### src/rtl/epl_column_access_seq_pkg.sv
// Shared definitions for the column-access sequencer: request mode codes,
// FSM state encoding and the one-hot request check.
package epl_column_access_seq_pkg;

    localparam logic [1:0] MODE_WR    = 2'b00;
    localparam logic [1:0] MODE_RD    = 2'b01;
    localparam logic [1:0] MODE_BURST = 2'b10;
    localparam logic [1:0] MODE_RSVD  = 2'b11;

    typedef enum logic [1:0] {
        ST_IDLE  = 2'd0,
        ST_WRITE = 2'd1,
        ST_BURST = 2'd2,
        ST_READ  = 2'd3
    } col_state_e;

    // Widest phase vector the one-hot check accepts; callers zero-extend.
    localparam int ONEHOT_MAX = 64;

    function automatic int column_count(input int tword_width, input int mux);
        return tword_width * mux;
    endfunction

    function automatic logic is_onehot(input logic [ONEHOT_MAX-1:0] v);
        return (v != '0) && ((v & (v - ONEHOT_MAX'(1))) == '0);
    endfunction

endpackage

### src/rtl/epl_column_access_seq_mux_map.sv
// Column-mux mapping: codeword bit i at phase k lives on column i*MUX+k.
// Scatters a codeword onto the column bus and gathers a word back from it.
module epl_col_mux_map #(
    parameter int TWORD_WIDTH = 8,
    parameter int MUX         = 4
) (
    input  logic [MUX-1:0]             phase,
    input  logic [TWORD_WIDTH-1:0]     codeword,
    input  logic [TWORD_WIDTH*MUX-1:0] col_in,
    output logic [TWORD_WIDTH*MUX-1:0] col_mask,
    output logic [TWORD_WIDTH*MUX-1:0] col_data,
    output logic [TWORD_WIDTH-1:0]     gather
);

    always_comb begin
        col_mask = '0;
        col_data = '0;
        gather   = '0;
        for (int i = 0; i < TWORD_WIDTH; i++) begin
            for (int k = 0; k < MUX; k++) begin
                if (phase[k]) begin
                    col_mask[i*MUX+k] = 1'b1;
                    col_data[i*MUX+k] = codeword[i];
                    gather[i]         = gather[i] | col_in[i*MUX+k];
                end
            end
        end
    end

endmodule

### src/rtl/epl_column_access_seq.sv
// Column-access sequencer: accepts write / read / burst-write requests and
// drives timed per-column enables toward the bit-cell array.
module epl_column_access_seq
    import epl_column_access_seq_pkg::*;
#(
    parameter int TWORD_WIDTH = 8,
    parameter int MUX         = 4,
    parameter int WE_CYCLES   = 2,
    parameter int RD_LAT      = 2
) (
    input  logic                       pClk_i,
    input  logic                       nRst_i,
    input  logic                       pValid_i,
    output logic                       pReady_o,
    input  logic [1:0]                 pMode_i,
    input  logic [MUX-1:0]             pAcy_i,
    input  logic [TWORD_WIDTH-1:0]     pCodeword_i,
    output logic [TWORD_WIDTH*MUX-1:0] pWe_o,
    output logic [TWORD_WIDTH*MUX-1:0] pDi_o,
    output logic [TWORD_WIDTH*MUX-1:0] pRe_o,
    input  logic [TWORD_WIDTH*MUX-1:0] pDo_i,
    output logic [TWORD_WIDTH-1:0]     pRdata_o,
    output logic                       pRvalid_o,
    output logic [MUX-1:0]             pAcy1_o,
    output logic                       pErr_o
);

    localparam int COLUMN  = column_count(TWORD_WIDTH, MUX);
    localparam int PH_W    = (MUX > 1) ? $clog2(MUX) : 1;
    localparam int CNT_MAX = (WE_CYCLES > RD_LAT) ? WE_CYCLES : RD_LAT;
    localparam int CNT_W   = $clog2(CNT_MAX + 1);

    localparam logic [PH_W-1:0]  PH_LAST = PH_W'(MUX - 1);
    localparam logic [CNT_W-1:0] WE_TC   = CNT_W'(WE_CYCLES);
    localparam logic [CNT_W-1:0] RD_TC   = CNT_W'(RD_LAT);

    col_state_e             state;
    logic [MUX-1:0]         acy_q;
    logic [TWORD_WIDTH-1:0] cw_q;
    logic [PH_W-1:0]        ph_cnt;
    logic [CNT_W-1:0]       cyc_cnt;

    logic [PH_W-1:0]        ph_next;
    logic [MUX-1:0]         ph_next_oh;
    logic                   req_bad;
    logic [MUX-1:0]         map_phase;
    logic [TWORD_WIDTH-1:0] map_cw;
    logic [COLUMN-1:0]      map_mask;
    logic [COLUMN-1:0]      map_data;
    logic [TWORD_WIDTH-1:0] map_word;

    // The mapper always looks at the phase that will be driven next cycle,
    // so every array-facing output can be taken straight into a register.
    always_comb begin
        ph_next    = ph_cnt + PH_W'(1);
        ph_next_oh = MUX'(1) << ph_next;
        req_bad    = (pMode_i == MODE_RSVD) ||
                     ((pMode_i != MODE_BURST) && !is_onehot(ONEHOT_MAX'(pAcy_i)));
        map_phase  = acy_q;
        map_cw     = cw_q;
        case (state)
            ST_IDLE: begin
                map_cw    = pCodeword_i;
                map_phase = (pMode_i == MODE_BURST) ? MUX'(1) : pAcy_i;
            end
            ST_BURST: begin
                if (cyc_cnt == WE_TC) map_phase = ph_next_oh;
            end
            default: ;
        endcase
    end

    epl_col_mux_map #(
        .TWORD_WIDTH (TWORD_WIDTH),
        .MUX         (MUX)
    ) u_mux_map (
        .phase    (map_phase),
        .codeword (map_cw),
        .col_in   (pDo_i),
        .col_mask (map_mask),
        .col_data (map_data),
        .gather   (map_word)
    );

    always_ff @(posedge pClk_i or negedge nRst_i) begin
        if (!nRst_i) begin
            state     <= ST_IDLE;
            acy_q     <= '0;
            cw_q      <= '0;
            ph_cnt    <= '0;
            cyc_cnt   <= '0;
            pReady_o  <= 1'b0;
            pWe_o     <= '0;
            pDi_o     <= '0;
            pRe_o     <= '0;
            pRdata_o  <= '0;
            pRvalid_o <= 1'b0;
            pAcy1_o   <= '0;
            pErr_o    <= 1'b0;
        end else begin
            pErr_o    <= 1'b0;
            pRvalid_o <= 1'b0;
            case (state)
                ST_IDLE: begin
                    if (pValid_i && pReady_o) begin
                        if (req_bad) begin
                            pErr_o <= 1'b1;
                        end else begin
                            acy_q    <= map_phase;
                            cw_q     <= pCodeword_i;
                            pAcy1_o  <= map_phase;
                            ph_cnt   <= '0;
                            cyc_cnt  <= CNT_W'(1);
                            pReady_o <= 1'b0;
                            if (pMode_i == MODE_RD) begin
                                state <= ST_READ;
                                pRe_o <= map_mask;
                            end else begin
                                state <= (pMode_i == MODE_BURST) ? ST_BURST : ST_WRITE;
                                pWe_o <= map_mask;
                                pDi_o <= map_data;
                            end
                        end
                    end else begin
                        pReady_o <= 1'b1;
                    end
                end
                ST_WRITE: begin
                    if (cyc_cnt == WE_TC) begin
                        state    <= ST_IDLE;
                        cyc_cnt  <= '0;
                        pWe_o    <= '0;
                        pDi_o    <= '0;
                        pReady_o <= 1'b1;
                    end else begin
                        cyc_cnt <= cyc_cnt + CNT_W'(1);
                    end
                end
                ST_BURST: begin
                    if (cyc_cnt != WE_TC) begin
                        cyc_cnt <= cyc_cnt + CNT_W'(1);
                    end else if (ph_cnt == PH_LAST) begin
                        state    <= ST_IDLE;
                        cyc_cnt  <= '0;
                        ph_cnt   <= '0;
                        pWe_o    <= '0;
                        pDi_o    <= '0;
                        pReady_o <= 1'b1;
                    end else begin
                        ph_cnt  <= ph_next;
                        cyc_cnt <= CNT_W'(1);
                        acy_q   <= map_phase;
                        pAcy1_o <= map_phase;
                        pWe_o   <= map_mask;
                        pDi_o   <= map_data;
                    end
                end
                ST_READ: begin
                    if (cyc_cnt == RD_TC) begin
                        state     <= ST_IDLE;
                        cyc_cnt   <= '0;
                        pRe_o     <= '0;
                        pRdata_o  <= map_word;
                        pRvalid_o <= 1'b1;
                        pReady_o  <= 1'b1;
                    end else begin
                        cyc_cnt <= cyc_cnt + CNT_W'(1);
                    end
                end
                default: state <= ST_IDLE;
            endcase
        end
    end

endmodule

### config.mk
export PLATFORM = sky130hd
export DESIGN_NAME = epl_column_access_seq
export DESIGN_NICKNAME = d
export VERILOG_FILES = /design/src/rtl/epl_column_access_seq_pkg.sv /design/src/rtl/epl_column_access_seq_mux_map.sv /design/src/rtl/epl_column_access_seq.sv
export SDC_FILE = /design/constraint.sdc
export NUM_CORES = 1
export LEC_CHECK = 0
export ABC_AREA = 0
export BUFFER_PORTS_ARGS = -buffer_cell sky130_fd_sc_hd__buf_2
export CORE_AREA = 2 2 102 104
export DETAILED_ROUTE_END_ITERATION = 10
export DIE_AREA = 0 0 104 106
export HOLD_SLACK_MARGIN = 0.03
export MAX_ROUTING_LAYER = met4
export PLACE_DENSITY = 0.67
export SYNTH_ARGS = -nofsm -noshare
export SYNTH_HDL_FRONTEND = slang
export SYNTH_SLANG_ARGS = --single-unit
### constraint.sdc
create_clock -name pClk_i -period 3.76 [get_ports pClk_i]
set_input_delay 0.188 -clock pClk_i [delete_from_list [all_inputs] [get_ports pClk_i]]
set_output_delay 0.188 -clock pClk_i [all_outputs]
set_load 0.02 [all_outputs]
### Word-level counts from Yosys, hierarchy flattened

Cells that the tools add are included.

| cells by class | value |
|---|---|
| add/subtract/negate cells | 3 |
| equal/unequal tests | 21 |
| shift-type cells | 1 |
| mux-type cells | 124 |
| bitwise gates (word level) | 26 |
| reduce and logical (&&, ||, !) cells | 21 |

Operator list:

| cell | number |
|---|---|
| 2-to-1 mux 32 bit | 14 |
| case mux 32 bit (3 select lines) | 2 |
| 2-to-1 mux 1 bit | 79 |
| bitwise AND 4 x 64 -> 64 bit | 1 |
| zero test 64 bit | 1 |
| case mux 32 bit (2 select lines) | 1 |
| 2-to-1 mux 2 bit | 15 |
| 2-to-1 mux 4 bit | 6 |
| OR 1 bit | 24 |
| inequality test 2 bit (second input constant) | 11 |
| case mux 4 bit (2 select lines) | 2 |
| AND reduction 5 bit | 3 |
| == test 2 bit (second input constant) | 6 |
| case mux 2 bit (3 select lines) | 2 |
| 2-to-1 mux 8 bit | 1 |
| AND reduction 4 bit | 2 |
| AND reduction 6 bit | 1 |
| subtractor 4 x 1 -> 5 bit (second input constant) | 1 |
| adder 2 x 1 -> 2 bit (second input constant) | 2 |
| == test 2 x 1 -> 1 bit (second input constant) | 2 |
| case mux 2 bit (2 select lines) | 1 |
| AND reduction 2 bit | 2 |
| nonzero test 2 bit | 2 |
| nonzero test 4 bit | 1 |
| 12 further kinds | 14 |

| word-level totals | value |
|---|---|
| flip-flop bits (word level) | 125 |
| bits of input ports | 49 |
| output and inout bits | 111 |
| logic and storage cells | 208 |

### Logic depth before layout (Yosys ltp)

| depth | value |
|---|---|
| depth after elaboration | 11 |
| gate-level depth with buffers | 9 |

### Hierarchy

From an unflattened synthesis, not the netlist that was laid out.

| unflattened totals | value |
|---|---|
| cell total of the unflattened synthesis | 578 |
| area, all modules | 6253.5 sq um |

Modules (own cells, without submodules):

| module | instances | cells an instance | area each (sq um) | sequential area each (sq um) |
|---|---|---|---|---|
| epl_column_access_seq | 1 | 486 | 5601.6 | 3128.0 |
| epl_col_mux_map | 1 | 92 | 651.9 | 0.0 |

### Least setup slack after synthesis

No wires, ideal clock.

| timing | value |
|---|---|
| kind | register to register |
| start | reg state[0] |
| end | reg pDi_o[21] |
| data arrival time | 1.966 ns |
| data required time | 3.632 ns |
| setup slack | 1.666 ns |
| stages on the path, launching flop included | 9 |
| path buffers | 2 |
| period minus slack after synthesis | 2.094 ns |
| path through | dfrtp_1 -> inv_1 -> ha_1 -> clkbuf_1 -> inv_1 -> a31oi_1 -> a21oi_4 -> buf_4 -> mux2_1 |

| on the way | value |
|---|---|
| cells in the longest elaborated chain, start to end | 7 |

RTL lines:

| item | line | text |
|---|---|---|
| start: declaration | epl_column_access_seq.sv:37 | `col_state_e state;` |
| start signal: assignment | epl_column_access_seq.sv:119 | `state <= (pMode_i == MODE_BURST) ? ST_BURST : ST_WRITE;` |
| == test 2 bit / zero test 2 bit (equally long branches) | epl_column_access_seq.sv:61, epl_column_access_seq.sv:103 |  |
| case mux 4 bit (2 select lines) / 2-to-1 mux 8 bit (equally long branches) | epl_column_access_seq.sv:61 | `case (state)` |
| 2-to-1 mux 1 bit | epl_column_access_seq_mux_map.sv:21 | `if (phase[k]) begin` |
| 2-to-1 mux 32 bit | epl_column_access_seq.sv:115 | `if (pMode_i == MODE_RD) begin` |
| 2-to-1 mux 32 bit | epl_column_access_seq.sv:106 | `if (req_bad) begin` |
| 2-to-1 mux 32 bit | epl_column_access_seq.sv:105 | `if (pValid_i && pReady_o) begin` |
| case mux 32 bit (3 select lines) | epl_column_access_seq.sv:103 | `case (state)` |
| end signal: assignment | epl_column_access_seq.sv:121 | `pDi_o <= map_data;` |
| end signal: assignment | epl_column_access_seq.sv:155 | `pDi_o <= map_data;` |
| end: declaration | epl_column_access_seq.sv:19 | `output logic [TWORD_WIDTH*MUX-1:0] pDi_o,` |

Parallel ways exist; a longest one is shown, timed or not. The select of a mux whose other input is x is not followed.
A chain may end at the register's enable or synchronous reset.

### Final worst setup path

| timing | value |
|---|---|
| start | reg state[0] |
| end | reg pWe_o[29] |

| on the way | value |
|---|---|
| cells in the longest elaborated chain, start to end | 7 |

RTL lines:

| item | line | text |
|---|---|---|
| == test 2 bit / zero test 2 bit (equally long branches) | epl_column_access_seq.sv:61, epl_column_access_seq.sv:103 |  |
| case mux 4 bit (2 select lines) | epl_column_access_seq.sv:61 |  |
| 2-to-1 mux 1 bit | epl_column_access_seq_mux_map.sv:21 |  |
| 2-to-1 mux 32 bit | epl_column_access_seq.sv:115 |  |
| 2-to-1 mux 32 bit | epl_column_access_seq.sv:106 |  |
| 2-to-1 mux 32 bit | epl_column_access_seq.sv:105 |  |
| case mux 32 bit (3 select lines) | epl_column_access_seq.sv:103 |  |
| end signal: assignment | epl_column_access_seq.sv:120 | `pWe_o <= map_mask;` |
| end signal: assignment | epl_column_access_seq.sv:154 | `pWe_o <= map_mask;` |
| end: declaration | epl_column_access_seq.sv:18 | `output logic [TWORD_WIDTH*MUX-1:0] pWe_o,` |

Parallel ways exist; a longest one is shown, timed or not. The select of a mux whose other input is x is not followed.

==> impl_metrics.env <==
export IMPL_max_vdd_ir_drop_mv=0.3600
export IMPL_starting_utilization_of_the_core_area=0.3865
export IMPL_layout_area_overhead_vs_synth_pct=18.19
export IMPL_crit_arrival_ns=3.01
export IMPL_synth_sequential_area_ratio=0.4467
export IMPL_finalClockSkew_ns=0.01337
export IMPL_final_min_period_over_clock_period=0.7403
export IMPL_rows=37
export IMPL_postSynth_asyncResetShare=1.000
export IMPL_synthTopCellsByArea="dfrtp_1 45%, mux2_2 16%, buf_4 11%"
export IMPL_rsz0062_at_grt="false"
export IMPL_final_antenna_net_count=0
export IMPL_boundaryPins=160
export IMPL_number_of_antenna_violations_at_the_first_check_in_global_routing=2
export IMPL_timing_critical_path_slowest_stage_cell="a21oi_4"
export IMPL_place_congestion=0.8815
export IMPL_relative_slew_slack=0.2536
export IMPL_floorplan_core_area_um2=10000
export IMPL_synthesis_nets=423
export IMPL_post_synth_inst_count=363
export IMPL_first_pass_grt_wire_length_um=14990
export IMPL_detailedRoute_firstPassIterationCount=5
export IMPL_ctsRootBufferMaster="clkbuf_8"
export IMPL_die_area_um2=11020
export IMPL_remaining_drc_errors=0
export IMPL_slew_viol_final=0
export IMPL_critPathCaptureType="flip-flop"
export IMPL_cts_resized=0
export IMPL_chipHeight_um=106
export IMPL_synth_area_um2=3865
export IMPL_cts_htree_levels=3
export IMPL_top_flip_flop_cell_by_instance_count_after_synthesis="dfrtp_1"
export IMPL_critical_path_max_stage_delay_ns=0.88
export IMPL_critical_path_reg2reg_startpoint="state[0]"
export IMPL_path_class="reg -> reg"
export IMPL_minimum_clock_period_after_layout_ns=2.783
export IMPL_setup_viol_count_final=0
export IMPL_ys_ff_latch=69
export IMPL_cp_data_required_time_ns=3.99
export IMPL_total_power_uw=4285
export IMPL_synthMostInstantiatedCell="dfrtp_1"
export IMPL_rr_endpoint="pWe_o[29]"
export IMPL_track_usage=0.1744
export IMPL_totalNegativeSetupSlack_ns=0
export IMPL_worst_setup_hold_path_clk_slew_ns=0.08
export IMPL_yosysTopAreaCell="dfrtp_1"
export IMPL_numCtsBuffers=9
export IMPL_layout_core_utilization=0.4568
export IMPL_clk_latency_ns=0.35
export IMPL_critical_path_cell_chain="inv_1, ha_1, o221ai_1, a21oi_4, mux2_2"
export IMPL_die_w_um=104
export IMPL_worst_slew_pin_transition_ns=1.117
export IMPL_globalRoute_totalOverflow=0
export IMPL_number_of_global_route_vias_before_repair=2933
export IMPL_max_freq_mhz=359.3
export IMPL_timing_reg2reg_setup_slack_ns=0.98
export IMPL_yosys_cell_types_count=39
export IMPL_hpwl_um=6861
export IMPL_finish_net_count=527
export IMPL_power_static_leakage_uw=0.002488
export IMPL_cts_sinks=69
export IMPL_syn_mean_instance_area_um2=10.65
export IMPL_avgViaCountPerCell=4.893
export IMPL_grt_start_max_net_pins=48
export IMPL_routed_via_count=2985
export IMPL_tritoncts="done"
export IMPL_power_density_nw_per_um2=938.0
export IMPL_synth_largest_type_area_fraction=0.4467
export IMPL_share_of_post_route_cells_with_drive_strength_above_1=0.5000
export IMPL_drv_cap=0
export IMPL_number_of_enable_flip_flop_cells_after_synthesis=0
export IMPL_number_of_cells_on_the_worst_reg_to_reg_path=5
export IMPL_finalWirelength_um=9142
export IMPL_timing_hold_worst_class="in -> async"
export IMPL_synth_common_cells="69 x dfrtp_1, 59 x buf_4, 55 x mux2_2, 51 x nor2_1, 17 x a22oi_1"
export IMPL_worstSetupStartpointType="flip-flop"
export IMPL_finalHoldViolations=0
export IMPL_cts_hold_buffers_added=0
export IMPL_yosys_warnings=0
export IMPL_drt_first_iter_violations=165
export IMPL_outcome="completed"
export IMPL_routed_wire_length_per_instance_um=14.99
export IMPL_critPathMaxFanout=36
export IMPL_cts_root_to_sink_buffers=2
export IMPL_io_buffer_count=159
export IMPL_postCtsSetupRepairBufs=0
==> placed cells by master, fill, tap and decap left out, types with 2 or more instances in the layout <==
| master | Yosys | layout |
|---|---|---|
| buf_2 | 5 | 159 |
| dfrtp_1 | 69 | 69 |
| mux2_2 | 55 | 55 |
| nor2_1 | 51 | 51 |
| a22oi_1 | 17 | 17 |
| nand2_1 | 16 | 16 |
| inv_1 | 12 | 12 |
| clkbuf_8 | 0 | 12 |
| ha_1 | 11 | 11 |
| a31oi_1 | 9 | 9 |
| a21oi_1 | 8 | 8 |
| o21ai_0 | 5 | 5 |
| a21o_1 | 5 | 5 |
| a22o_1 | 4 | 4 |
| a32o_1 | 4 | 4 |
| nor2b_1 | 3 | 3 |
| clkinvlp_4 | 0 | 3 |
| buf_4 | 59 | 3 |
| diode_2 | 0 | 2 |
| and2_1 | 2 | 2 |
| a211o_1 | 2 | 2 |
| mux2_1 | 2 | 2 |
==> cell families (layout without fill, tap and decap cells) <==
logic type | Yosys count | in the layout | synth area share
adders and majority gates | 11 | 11 | 0.03561
other | 0 | 2 | 0
muxes | 58 | 58 | 0.1687
buffers and inverters | 81 | 190 | 0.1376
xor gates and xnor gates | 1 | 1 | 0.002267
AOI/OAI and AO/OA | 65 | 65 | 0.1237
and+or+nand+nor | 78 | 78 | 0.08547
DFF | 69 | 69 | 0.4467
==> per-layer routing <==
| layer | part of all wire | global-route usage | vias up | wire length, um |
|---|---|---|---|---|
| li1 | - | - | 1428 | - |
| met1 | 0.44 | 0.2140 | 1423 | 4063 |
| met2 | 0.48 | 0.2801 | 127 | 4348 |
| met3 | 0.074 | 0.06131 | 7 | 681 |
| met4 | 0.0053 | 0.03764 | 0 | 48 |
| met5 | 0 | - | - | 0 |
==> flip-flops by register name (all words and copies together), names as in the netlist <==
| register | count |
|---|---|
| pRe_o | 4 |
| pRdata_o | 8 |
| acy_q | 4 |
| pDi_o | 32 |
| state | 2 |
| pErr_o | 1 |
| ph_cnt | 2 |
| pReady_o | 1 |
| pRvalid_o | 1 |
| cw_q | 8 |
| cyc_cnt | 2 |
| pWe_o | 4 |
==> report_power, final <==
part	switching [uW]	leakage [uW]	internal, uW
sequential	197	0.000903	1010
clock	285	0.0000909	294
combinational	1540	0.00149	961
total	2020	0.00249	2260
==> metrics by stage <==
step                setup WS, ns  instances  hold slack, ns  area [um^2]
floorplan                  1.666        363         -0.1076         3865
global placement          0.9839        592          0.4319         4367
detailed placement        0.9339        592          0.4368         4367
CTS                       0.9232        608         0.06200         4563
global route              0.7235        610         0.07664         4568
finish                    0.9765        610         0.03011         4568
==> worst max-delay path by stage <==
stage	startpoint	end	slack, ns	cells after the start
after global routing	state[1]	pDi_o[21]	0.72	6
after floorplan	state[0]	pDi_o[21]	1.67	8
after CTS	state[0]	pDi_o[23]	0.92	5
after global placement	state[0]	pDi_o[21]	0.98	6
after detailed placement	state[0]	pDi_o[23]	0.93	5
final	state[0]	pWe_o[29]	0.98	5
==> area by class of cell <==
type                            count  area [um^2]
Antenna cell                        2        5.005
Clock buffer                       12        165.2
Clock inverter                      4        31.28
Fill cell                         984         5431
Inverter                           12        45.04
Multi-Input combinational cell    213         1607
Sequential cell                    69         1727
Tap cell                          136        170.2
Timing Repair Buffer              162        818.3
==> worst max-delay path: cells and delay by family (launching register included) <==
kind                       cells  cell delay, ns
DFF                            1            0.40
adders and majority gates      1            0.57
AOI/OAI and AO/OA              2            1.16
muxes                          1            0.42
buffers and inverters          1            0.10
(Power assumes the default switching activity.)
